===== src/rtl/axi_refill_responder.sv =====
// AXI4 read-only subordinate for cache refills: buffers AR requests in a small FIFO
// and serves each burst beat by beat from a synchronous single-port memory.
module axi_refill_responder #(
  parameter int unsigned               AxiIdWidth   = 4,
  parameter int unsigned               AxiAddrWidth = 64,
  parameter int unsigned               AxiDataWidth = 64,
  parameter logic [AxiAddrWidth-1:0]   RegionBase   = 64'h8000_0000,
  parameter logic [AxiAddrWidth-1:0]   RegionLength = 64'h4000_0000,
  parameter int unsigned               ReqFifoDepth = 2
) (
  input  logic                    clk_i,
  input  logic                    rst_ni,
  input  logic                    ar_valid_i,
  output logic                    ar_ready_o,
  input  logic [AxiIdWidth-1:0]   ar_id_i,
  input  logic [AxiAddrWidth-1:0] ar_addr_i,
  input  logic [7:0]              ar_len_i,
  input  logic [2:0]              ar_size_i,
  input  logic [1:0]              ar_burst_i,
  output logic                    r_valid_o,
  input  logic                    r_ready_i,
  output logic [AxiIdWidth-1:0]   r_id_o,
  output logic [AxiDataWidth-1:0] r_data_o,
  output logic [1:0]              r_resp_o,
  output logic                    r_last_o,
  output logic                    mem_req_o,
  output logic [AxiAddrWidth-1:0] mem_addr_o,
  input  logic [AxiDataWidth-1:0] mem_rdata_i
);

  localparam int unsigned IdxW = (ReqFifoDepth > 1) ? $clog2(ReqFifoDepth) : 1;
  localparam int unsigned CntW = $clog2(ReqFifoDepth + 1);
  localparam logic [AxiAddrWidth:0]   RegionEnd = {1'b0, RegionBase} + {1'b0, RegionLength};
  localparam logic [AxiAddrWidth-1:0] WordMask  =
    ~(AxiAddrWidth'(AxiDataWidth / 8) - AxiAddrWidth'(1));

  localparam logic [1:0] RespOkay   = 2'b00;
  localparam logic [1:0] RespSlverr = 2'b10;
  localparam logic [1:0] RespDecerr = 2'b11;

  typedef struct packed {
    logic [AxiIdWidth-1:0]   id;
    logic [AxiAddrWidth-1:0] addr;
    logic [7:0]              len;
    logic [2:0]              size;
    logic [1:0]              burst;
  } req_t;

  typedef enum logic [1:0] {ST_IDLE, ST_CHECK, ST_FILL, ST_RESP} state_e;

  req_t                    fifo_mem_r [ReqFifoDepth];
  logic [IdxW-1:0]         wr_idx_r, rd_idx_r;
  logic [CntW-1:0]         count_r, count_next_s;
  logic                    ar_ready_r;
  logic                    push_s, pop_s;

  state_e                  state_r, state_next_s;
  logic [AxiIdWidth-1:0]   id_r;
  logic [AxiAddrWidth-1:0] addr_r, addr_next_s;
  logic [7:0]              len_r, beat_cnt_r;
  logic [2:0]              size_r;
  logic [1:0]              burst_r;
  logic [1:0]              resp_s;
  logic                    wrap_len_ok_s;
  logic [AxiAddrWidth-1:0] step_s, wrap_mask_s;

  logic                    r_valid_r, r_last_r;
  logic [1:0]              r_resp_r;
  logic [AxiDataWidth-1:0] r_data_r;

  function automatic logic [IdxW-1:0] next_idx(input logic [IdxW-1:0] idx);
    if (idx == IdxW'(ReqFifoDepth - 1)) begin
      return {IdxW{1'b0}};
    end else begin
      return idx + IdxW'(1);
    end
  endfunction

  assign push_s = ar_valid_i & ar_ready_r;
  assign pop_s  = (state_r == ST_IDLE) && (count_r != {CntW{1'b0}});

  // FIFO occupancy for the next cycle
  always_comb begin
    count_next_s = count_r;
    if (push_s && !pop_s) begin
      count_next_s = count_r + CntW'(1);
    end else if (!push_s && pop_s) begin
      count_next_s = count_r - CntW'(1);
    end else begin
      count_next_s = count_r;
    end
  end

  // FIFO pointers, occupancy and the registered not-full flag that drives ar_ready
  always_ff @(posedge clk_i or negedge rst_ni) begin
    if (!rst_ni) begin
      wr_idx_r   <= {IdxW{1'b0}};
      rd_idx_r   <= {IdxW{1'b0}};
      count_r    <= {CntW{1'b0}};
      ar_ready_r <= 1'b0;
    end else begin
      if (push_s) wr_idx_r <= next_idx(wr_idx_r);
      if (pop_s)  rd_idx_r <= next_idx(rd_idx_r);
      count_r    <= count_next_s;
      ar_ready_r <= (count_next_s != CntW'(ReqFifoDepth));
    end
  end

  // FIFO storage; validity is tracked by the occupancy counter only
  always_ff @(posedge clk_i) begin
    if (push_s) begin
      fifo_mem_r[wr_idx_r] <= '{id: ar_id_i, addr: ar_addr_i, len: ar_len_i,
                                size: ar_size_i, burst: ar_burst_i};
    end
  end

  // Per-beat response decision and next beat address
  always_comb begin
    wrap_len_ok_s = (len_r == 8'd1) || (len_r == 8'd3) || (len_r == 8'd7) || (len_r == 8'd15);
    step_s        = AxiAddrWidth'(1) << size_r;
    wrap_mask_s   = ((AxiAddrWidth'(len_r) + AxiAddrWidth'(1)) << size_r) - AxiAddrWidth'(1);
    if ((burst_r == 2'b11) || ((burst_r == 2'b10) && !wrap_len_ok_s)) begin
      resp_s = RespSlverr;
    end else if (({1'b0, addr_r} < {1'b0, RegionBase}) || ({1'b0, addr_r} >= RegionEnd)) begin
      resp_s = RespDecerr;
    end else begin
      resp_s = RespOkay;
    end
    case (burst_r)
      2'b00:   addr_next_s = addr_r;
      2'b01:   addr_next_s = addr_r + step_s;
      2'b10:   addr_next_s = (addr_r & ~wrap_mask_s) | ((addr_r + step_s) & wrap_mask_s);
      default: addr_next_s = addr_r + step_s;
    endcase
  end

  // FSM next-state logic
  always_comb begin
    state_next_s = state_r;
    case (state_r)
      ST_IDLE:  state_next_s = pop_s ? ST_CHECK : ST_IDLE;
      ST_CHECK: state_next_s = (resp_s == RespOkay) ? ST_FILL : ST_RESP;
      ST_FILL:  state_next_s = ST_RESP;
      ST_RESP: begin
        if (r_ready_i) begin
          state_next_s = r_last_r ? ST_IDLE : ST_CHECK;
        end else begin
          state_next_s = ST_RESP;
        end
      end
      default:  state_next_s = ST_IDLE;
    endcase
  end

  // FSM state, burst context and the R holding register
  always_ff @(posedge clk_i or negedge rst_ni) begin
    if (!rst_ni) begin
      state_r    <= ST_IDLE;
      id_r       <= {AxiIdWidth{1'b0}};
      addr_r     <= {AxiAddrWidth{1'b0}};
      len_r      <= 8'd0;
      size_r     <= 3'd0;
      burst_r    <= 2'b00;
      beat_cnt_r <= 8'd0;
      r_valid_r  <= 1'b0;
      r_last_r   <= 1'b0;
      r_resp_r   <= RespOkay;
      r_data_r   <= {AxiDataWidth{1'b0}};
    end else begin
      state_r   <= state_next_s;
      r_valid_r <= (state_next_s == ST_RESP);
      case (state_r)
        ST_IDLE: begin
          if (pop_s) begin
            id_r       <= fifo_mem_r[rd_idx_r].id;
            addr_r     <= fifo_mem_r[rd_idx_r].addr;
            len_r      <= fifo_mem_r[rd_idx_r].len;
            size_r     <= fifo_mem_r[rd_idx_r].size;
            burst_r    <= fifo_mem_r[rd_idx_r].burst;
            beat_cnt_r <= 8'd0;
          end
        end
        ST_CHECK: begin
          r_resp_r <= resp_s;
          r_last_r <= (beat_cnt_r == len_r);
          if (resp_s != RespOkay) r_data_r <= {AxiDataWidth{1'b0}};
        end
        ST_FILL: r_data_r <= mem_rdata_i;
        ST_RESP: begin
          if (r_ready_i && !r_last_r) begin
            beat_cnt_r <= beat_cnt_r + 8'd1;
            addr_r     <= addr_next_s;
          end
        end
        default: ;
      endcase
    end
  end

  assign ar_ready_o = ar_ready_r;
  assign r_valid_o  = r_valid_r;
  assign r_id_o     = id_r;
  assign r_data_o   = r_data_r;
  assign r_resp_o   = r_resp_r;
  assign r_last_o   = r_last_r;
  assign mem_req_o  = (state_r == ST_CHECK) && (resp_s == RespOkay);
  assign mem_addr_o = mem_req_o ? (addr_r & WordMask) : {AxiAddrWidth{1'b0}};

endmodule


===== config.mk =====
export PLATFORM = sky130hd
export DESIGN_NAME = axi_refill_responder
export DESIGN_NICKNAME = d
export VERILOG_FILES = /design/src/rtl/axi_refill_responder.sv
export SDC_FILE = /design/constraint.sdc
export NUM_CORES = 1
export LEC_CHECK = 0
export ABC_AREA = 0
export CAP_MARGIN = 10
export CORE_MARGIN = 3
export CORE_UTILIZATION = 50
export CTS_CLUSTER_SIZE = 8
export DETAILED_ROUTE_END_ITERATION = 10
export GPL_ROUTABILITY_DRIVEN = 0
export PLACE_DENSITY = 0.78
export REMOVE_ABC_BUFFERS = 1
export SLEW_MARGIN = 20
export SYNTH_ARGS = -nofsm -noshare
export SYNTH_HDL_FRONTEND = slang
export SYNTH_SLANG_ARGS = --single-unit

===== constraint.sdc =====
create_clock -name clk_i -period 8.27 [get_ports clk_i]
set_clock_uncertainty 0.15 [all_clocks]
set_input_delay 0.827 -clock clk_i [delete_from_list [all_inputs] [get_ports clk_i]]
set_output_delay 0.827 -clock clk_i [all_outputs]
set_load 0.02 [all_outputs]

; ---- After elaboration in Yosys (flattened, before gate mapping)
; Memory sizes are Yosys's and may differ from the RTL's.
; Index checks and enable logic that the tools add are counted.
[totals]
ramBits = 162
output_inout_bits = 138
ff_bits = 164
elab_cells = 98
memories = 1
[memory_table]
columns = memory, words, word_bits, read_ports, rd_ports_with_merged_regs, write_ports, line_no
row1 = fifo_mem_r, 2, 81, 1, 0, 1, 51  ; req_t fifo_mem_r [ReqFifoDepth];
[op_classes]
n_addsub = 8
n_eq_ne = 16
n_bitwise = 5
shifts = 2
magnitude_cmp = 2
reduce_logical = 26
muxes = 23
[ops]
columns = cell, n
row1 = 64-bit one-hot mux with 2 select lines, 3
row2 = 64-bit two-way mux, 4
row3 = 64-bit bitwise AND, 2
row4 = 64-bit adder, 1
row5 = "64-bit by 32-bit >= comparator with 1-bit output, second input constant", 1
row6 = "64-bit by 32-bit less-than comparator with 1-bit output, second input constant", 1
row7 = 64-bit NOT, 1
row8 = 64-bit OR, 1
row9 = "1-bit by 3-bit left shift with 64-bit output, first input constant", 1
row10 = 9-bit by 3-bit left shift with 64-bit output, 1
row11 = "64-bit by 1-bit subtractor with 64-bit output, second input constant", 1
row12 = 8-bit two-way mux, 2
row13 = 8-bit one-hot mux with 2 select lines, 1
row14 = "2-bit == test, second input constant", 5
row15 = 2-bit two-way mux, 5
row16 = "2-bit inequality test, second input constant", 5
row17 = "8-bit by 1-bit adder with 9-bit output, second input constant", 1
row18 = "8-bit by 1-bit adder with 8-bit output, second input constant", 1
row19 = "8-bit by 1-bit == test with 1-bit output, second input constant", 1
row20 = "8-bit by 2-bit == test with 1-bit output, second input constant", 1
row21 = "8-bit by 3-bit == test with 1-bit output, second input constant", 1
row22 = "8-bit by 4-bit == test with 1-bit output, second input constant", 1
row23 = 8-bit == test, 1
row24 = 2-bit one-hot mux with 4 select lines, 1
row25 = other kinds (14), 39

; ---- Longest topological paths before layout
[depth]
word_depth = 12
depth_mapped = 17

; ---- Worst setup path before layout
; No wires, ideal clock.
[synth_path]
path_type = input to register
from = input port ar_valid_i
to = memory fifo_mem_r[0][0] (netlist bit), enable pin
n_path_buf = 0
stages = 2
setup_slack_ns = 3.225
arrival_ns = 4.374
required_time_ns = 7.599
path_cell_list = nand2_1 > nor2_1
[synth_via]
elab_chain_len = 3
[synth_lines]
columns = element, line_no
row1 = from (decl), 13  ; input logic ar_valid_i,
row2 = 1-bit bitwise AND, 79  ; assign push_s = ar_valid_i & ar_ready_r;
row3 = 1-bit two-way mux, 111  ; if (push_s) begin
row4 = 1-bit two-way mux (not written as such), 112  ; fifo_mem_r[wr_idx_r] <= '{id: ar_id_i, addr: ar_addr_i, len: ar_len_i,
row5 = to (decl), 51
; No other way between the ends.

; ---- Final worst setup path
[layout_path]
from = register len_r[0] (read register of fifo_mem_r)
to = output port mem_addr_o[26]
[layout_via]
elab_chain_len = 11
word_cells_on_any_way = 14
[layout_lines]
columns = element, line_no
row1 = from (decl), 60  ; logic [7:0] len_r, beat_cnt_r;
row2 = 8-bit by 1-bit == test with 1-bit output or 8-bit by 2-bit == test with 1-bit output (tied branches), 119  ; wrap_len_ok_s = (len_r == 8'd1) || (len_r == 8'd3) || (len_r == 8'd7) || (len_r == 8'd15);
row3 = 1-bit logical OR (2 in a row), 119
row4 = 1-bit logical OR (*), 119
row5 = 1-bit zero test (*), 122  ; if ((burst_r == 2'b11) || ((burst_r == 2'b10) && !wrap_len_ok_s)) begin
row6 = 1-bit logical AND (*), 122
row7 = 1-bit logical OR (*), 122
row8 = 2-bit two-way mux (*), 122
row9 = 2-bit zero test (*), 206  ; assign mem_req_o = (state_r == ST_CHECK) && (resp_s == RespOkay);
row10 = 1-bit logical AND (*), 206
row11 = 64-bit two-way mux (*), 207  ; assign mem_addr_o = mem_req_o ? (addr_r & WordMask) : {AxiAddrWidth{1'b0}};
row12 = to (decl), 27  ; output logic [AxiAddrWidth-1:0] mem_addr_o,
; Every way passes the cells marked *; elsewhere a longest branch is shown, timed or not.

==> flow_summary_export.csv <==
group,metric,value,unit
logic_synthesis,ys_ff_latch,326,
logic_synthesis,synthArstFlopShare,0.503,
pwr,p_sw_frac,0.423,
layout,final_common_cell,"clkdlybuf4s50_1",
layout,layout_common_cells,"clkdlybuf4s50_1 (249), nand2_1 (242), dfrtp_1 (163)",
timing,grt_setup_unrepaired,"no",
layout,nets,1946,
drt,drtAntennaViolNets,0,
timing,period_minus_slack,5.45,ns
floorplan,io_pins,287,
grt,grt_max_degree,105,
floorplan,die_x,188,um
layout,multi_input_area,7000,um^2
floorplan,num_rows,66,
drt,vias_per_cell,5.88,
timing,fmax,183,MHz
pwr,p_int,4.77,mW
floorplan,fp.dieH,188,um
floorplan,core,32600,um^2
layout,fin_util,0.629,
timing,setup_ws,2.82,ns
worst_setup_path,r2r_start,"size_r[0]",
timing,relSlewSlack,0.290,
placed_design,dpl_cell_area,19200,um^2
drt,drt-total-wl,46600,um
pwr,switchingPower,3.50,mW
layout,finalNonFillerCells,2257,
worst_setup_path,path_cells,"ha_1 > a21oi_1 > o21ai_0 > nand2_1 > nor2_2 > buf_4 > and2_1 > clkdlybuf4s50_1",
floorplan,start_util,0.509,
worst_setup_path,path_max_fanout,18,
logic_synthesis,synth_edf_count,162,
clock_tree,post_cts_buffers,0,
logic_synthesis,synth-seq-area-share,0.540,
worst_setup_path,critical_path.startpoint_type,"flop",
placed_design,dp_hpwl,31100,um
worst_setup_path,critPathKind,"reg2out",
clock_tree,cts_inserted_buffers,46,
layout,drive_gt1_frac,0.0909,
worst_setup_path,r2r_cells,12,
grt,grt_pass1_vias,13100,
drt,vias,13300,
timing,slew_violations,0,
placed_design,place_ws,3.28,ns
logic_synthesis,synth_cell_types,95,
worst_setup_path,critPathRequiredTime,7.29,ns
hold_path,hold_path.class,"in2async",
run,maxCapViolCount,0,
layout,final_cell_area,20500,um^2
grt,track_usage,0.256,
logic_synthesis,syn-cell-area,16600,um^2
clock_tree,clk_latency,0.54,ns
worst_setup_path,r2r_slack,3.07,ns
placed_design,io_buffers,250,
layout,area_growth,23.7,%
floorplan,dieArea,35400,um^2
clock_tree,cts-root-buf,"clkbuf_16",
timing,hold_viol_final,0,
worst_setup_path,endpoint,"mem_addr_o[26]",
clock_tree,cts-htree-levels,2,
pwr,p_leak,7.70,nW
timing,fin_setup_tns,0,ns
layout,register_area,8970,um^2
grt,grt_pass1_wl,72800,um
drt,dr.first_iter.drc_count,1328,
pwr,combPwrFrac,0.451,
logic_synthesis,syn_area_per_cell,10.6,um^2
drt,firstDrtPassIters,6,
clock_tree,cts_hold_buffers,0,
layout,fillCellCount,2563,
logic_synthesis,yosys_warnings,0,
logic_synthesis,synth_top_flop_cell,"dfrtp_1",
clock_tree,clkTransAtPathRegs,0.05,ns
pwr,max-vdd-ir-drop,0.222,mV
logic_synthesis,syn_inst,1568,
worst_setup_path,worst_path_dominant_cell_family,"simple AND/OR/NAND/NOR gates",
layout,n_antenna_cell,0,
run_status,status,"completed",
clock_tree,cts-resized-gates,0,
clock_tree,cts_buffer_depth,3,
grt,grt_overflow,0,
worst_setup_path,crit_path_end_kind,"output pin",
grt,antenna_found_initial,0,
worst_setup_path,cpPeakStageDelay,0.70,ns
worst_setup_path,cp_num_cells,8,
clock_tree,cts_tree,"built",
drt,drcViolationCount,0,
pwr,power_frac_seq,0.341,
worst_setup_path,worstPathArrival,4.48,ns
timing,tightest_slew,1.06,ns
worst_setup_path,cpMaxStageDelayCell,"o21ai_0",
worst_setup_path,cp-startpoint,"len_r[0]",
timing,fin_crit_sh,0.659,
drt,wire_per_inst,20.6,um
placed_design,place_inst,2176,
pwr,powerDensity,403,nW/um^2
clock_tree,clkSinkCount,326,
timing,setup_viol,0,
pwr,clkPwrFrac,0.208,
worst_setup_path,cp_num_buf_inv,2,
-- cell families after synthesis --
| kind of cell | Yosys count | share of synthesized area |
|---|---|---|
| AOI/OAI and AO/OA | 417 | 0.170 |
| xor gates and xnor gates | 36 | 0.0190 |
| adders and majority gates | 15 | 0.0118 |
| buffers and inverters | 154 | 0.0490 |
| DFF | 326 | 0.540 |
| muxes | 87 | 0.0557 |
| other | 1 | 0.000226 |
| and+or+nand+nor | 532 | 0.154 |
-- layer usage --
layer	vias to the layer above	wire (um)	share of wire	GRT usage
met1	6375	18500	0.40	0.328
met4	0	1900	0.041	0.100
met5	-	0	0	0
li1	6077	-	-	-
met2	679	22700	0.49	0.436
met3	137	3420	0.073	0.0428
-- cell usage after synthesis, types with 9 or more instances --
cell type / instances / area [um^2]
nand4_1: 19 / 119
buf_1: 12 / 45.0
inv_1: 20 / 75.1
a21oi_4: 21 / 342
clkbuf_1: 65 / 244
nor2_1: 72 / 270
a31oi_1: 23 / 144
nand2b_1: 9 / 56.3
a211oi_1: 10 / 75.1
o211ai_1: 9 / 67.6
ha_1: 14 / 175
and3_1: 17 / 106
dfrtp_1: 164 / 4100
xnor2_1: 22 / 193
nor2b_1: 14 / 87.6
a21oi_1: 95 / 475
buf_4: 39 / 293
edfxtp_1: 162 / 4860
o21ai_0: 148 / 741
mux2_2: 36 / 405
xor2_1: 14 / 123
nand3_1: 46 / 230
o21a_1: 9 / 67.6
nor3_1: 27 / 135
o22ai_1: 15 / 93.8
nand2_1: 243 / 912
mux2i_1: 49 / 490
nor4_1: 10 / 62.6
and2_1: 34 / 213
buf_2: 9 / 45.0
-- stage by stage --
stage               total power, mW  hold WS (ns)
finish                         8.26         0.286
floorplan                      5.21         0.306
global placement               6.39         0.323
detailed placement             6.50         0.327
global route                   8.75         0.351
CTS                            8.26         0.337
-- power by group through the flow --
stage                     combinational (mW)  sequential [mW]  clock (mW)
after detailed placement                3.66             2.83           0
final                                   3.72             2.82        1.72
after floorplan                         2.28             2.93           0
after CTS                               3.70             2.81        1.75
after global routing                    4.04             2.89        1.83
after global placement                  3.58             2.80           0
-- worst min path at each step --
| stage | start | to | slack, ns | cells after the start |
|---|---|---|---|---|
| 2_1_floorplan | flop | flop | 0.31 | 2 |
| 3_3_place_gp | r_id_o[0] | r_id_o[0] | 0.32 | 2 |
| 3_5_place_dp | r_id_o[2] | r_id_o[2] | 0.33 | 2 |
| 4_1_cts | rst_ni | asynchronous set/reset pin | 0.34 | 1 |
| 5_1_grt | rst_ni | asynchronous set/reset pin | 0.35 | 1 |
| 6_report | rst_ni | asynchronous set/reset pin | 0.29 | 1 |
-- final cells by class --
cell class	instances	share of cell area
sequential	326	0.437
multi-input combinational	1123	0.341
timing repair buffer	264	0.127
clock buffer	80	0.0633
tap	442	0.0269
inverter	21	0.00384
clock inverter	1	0.000427
Note: power is estimated with default switching activity, not from simulation.
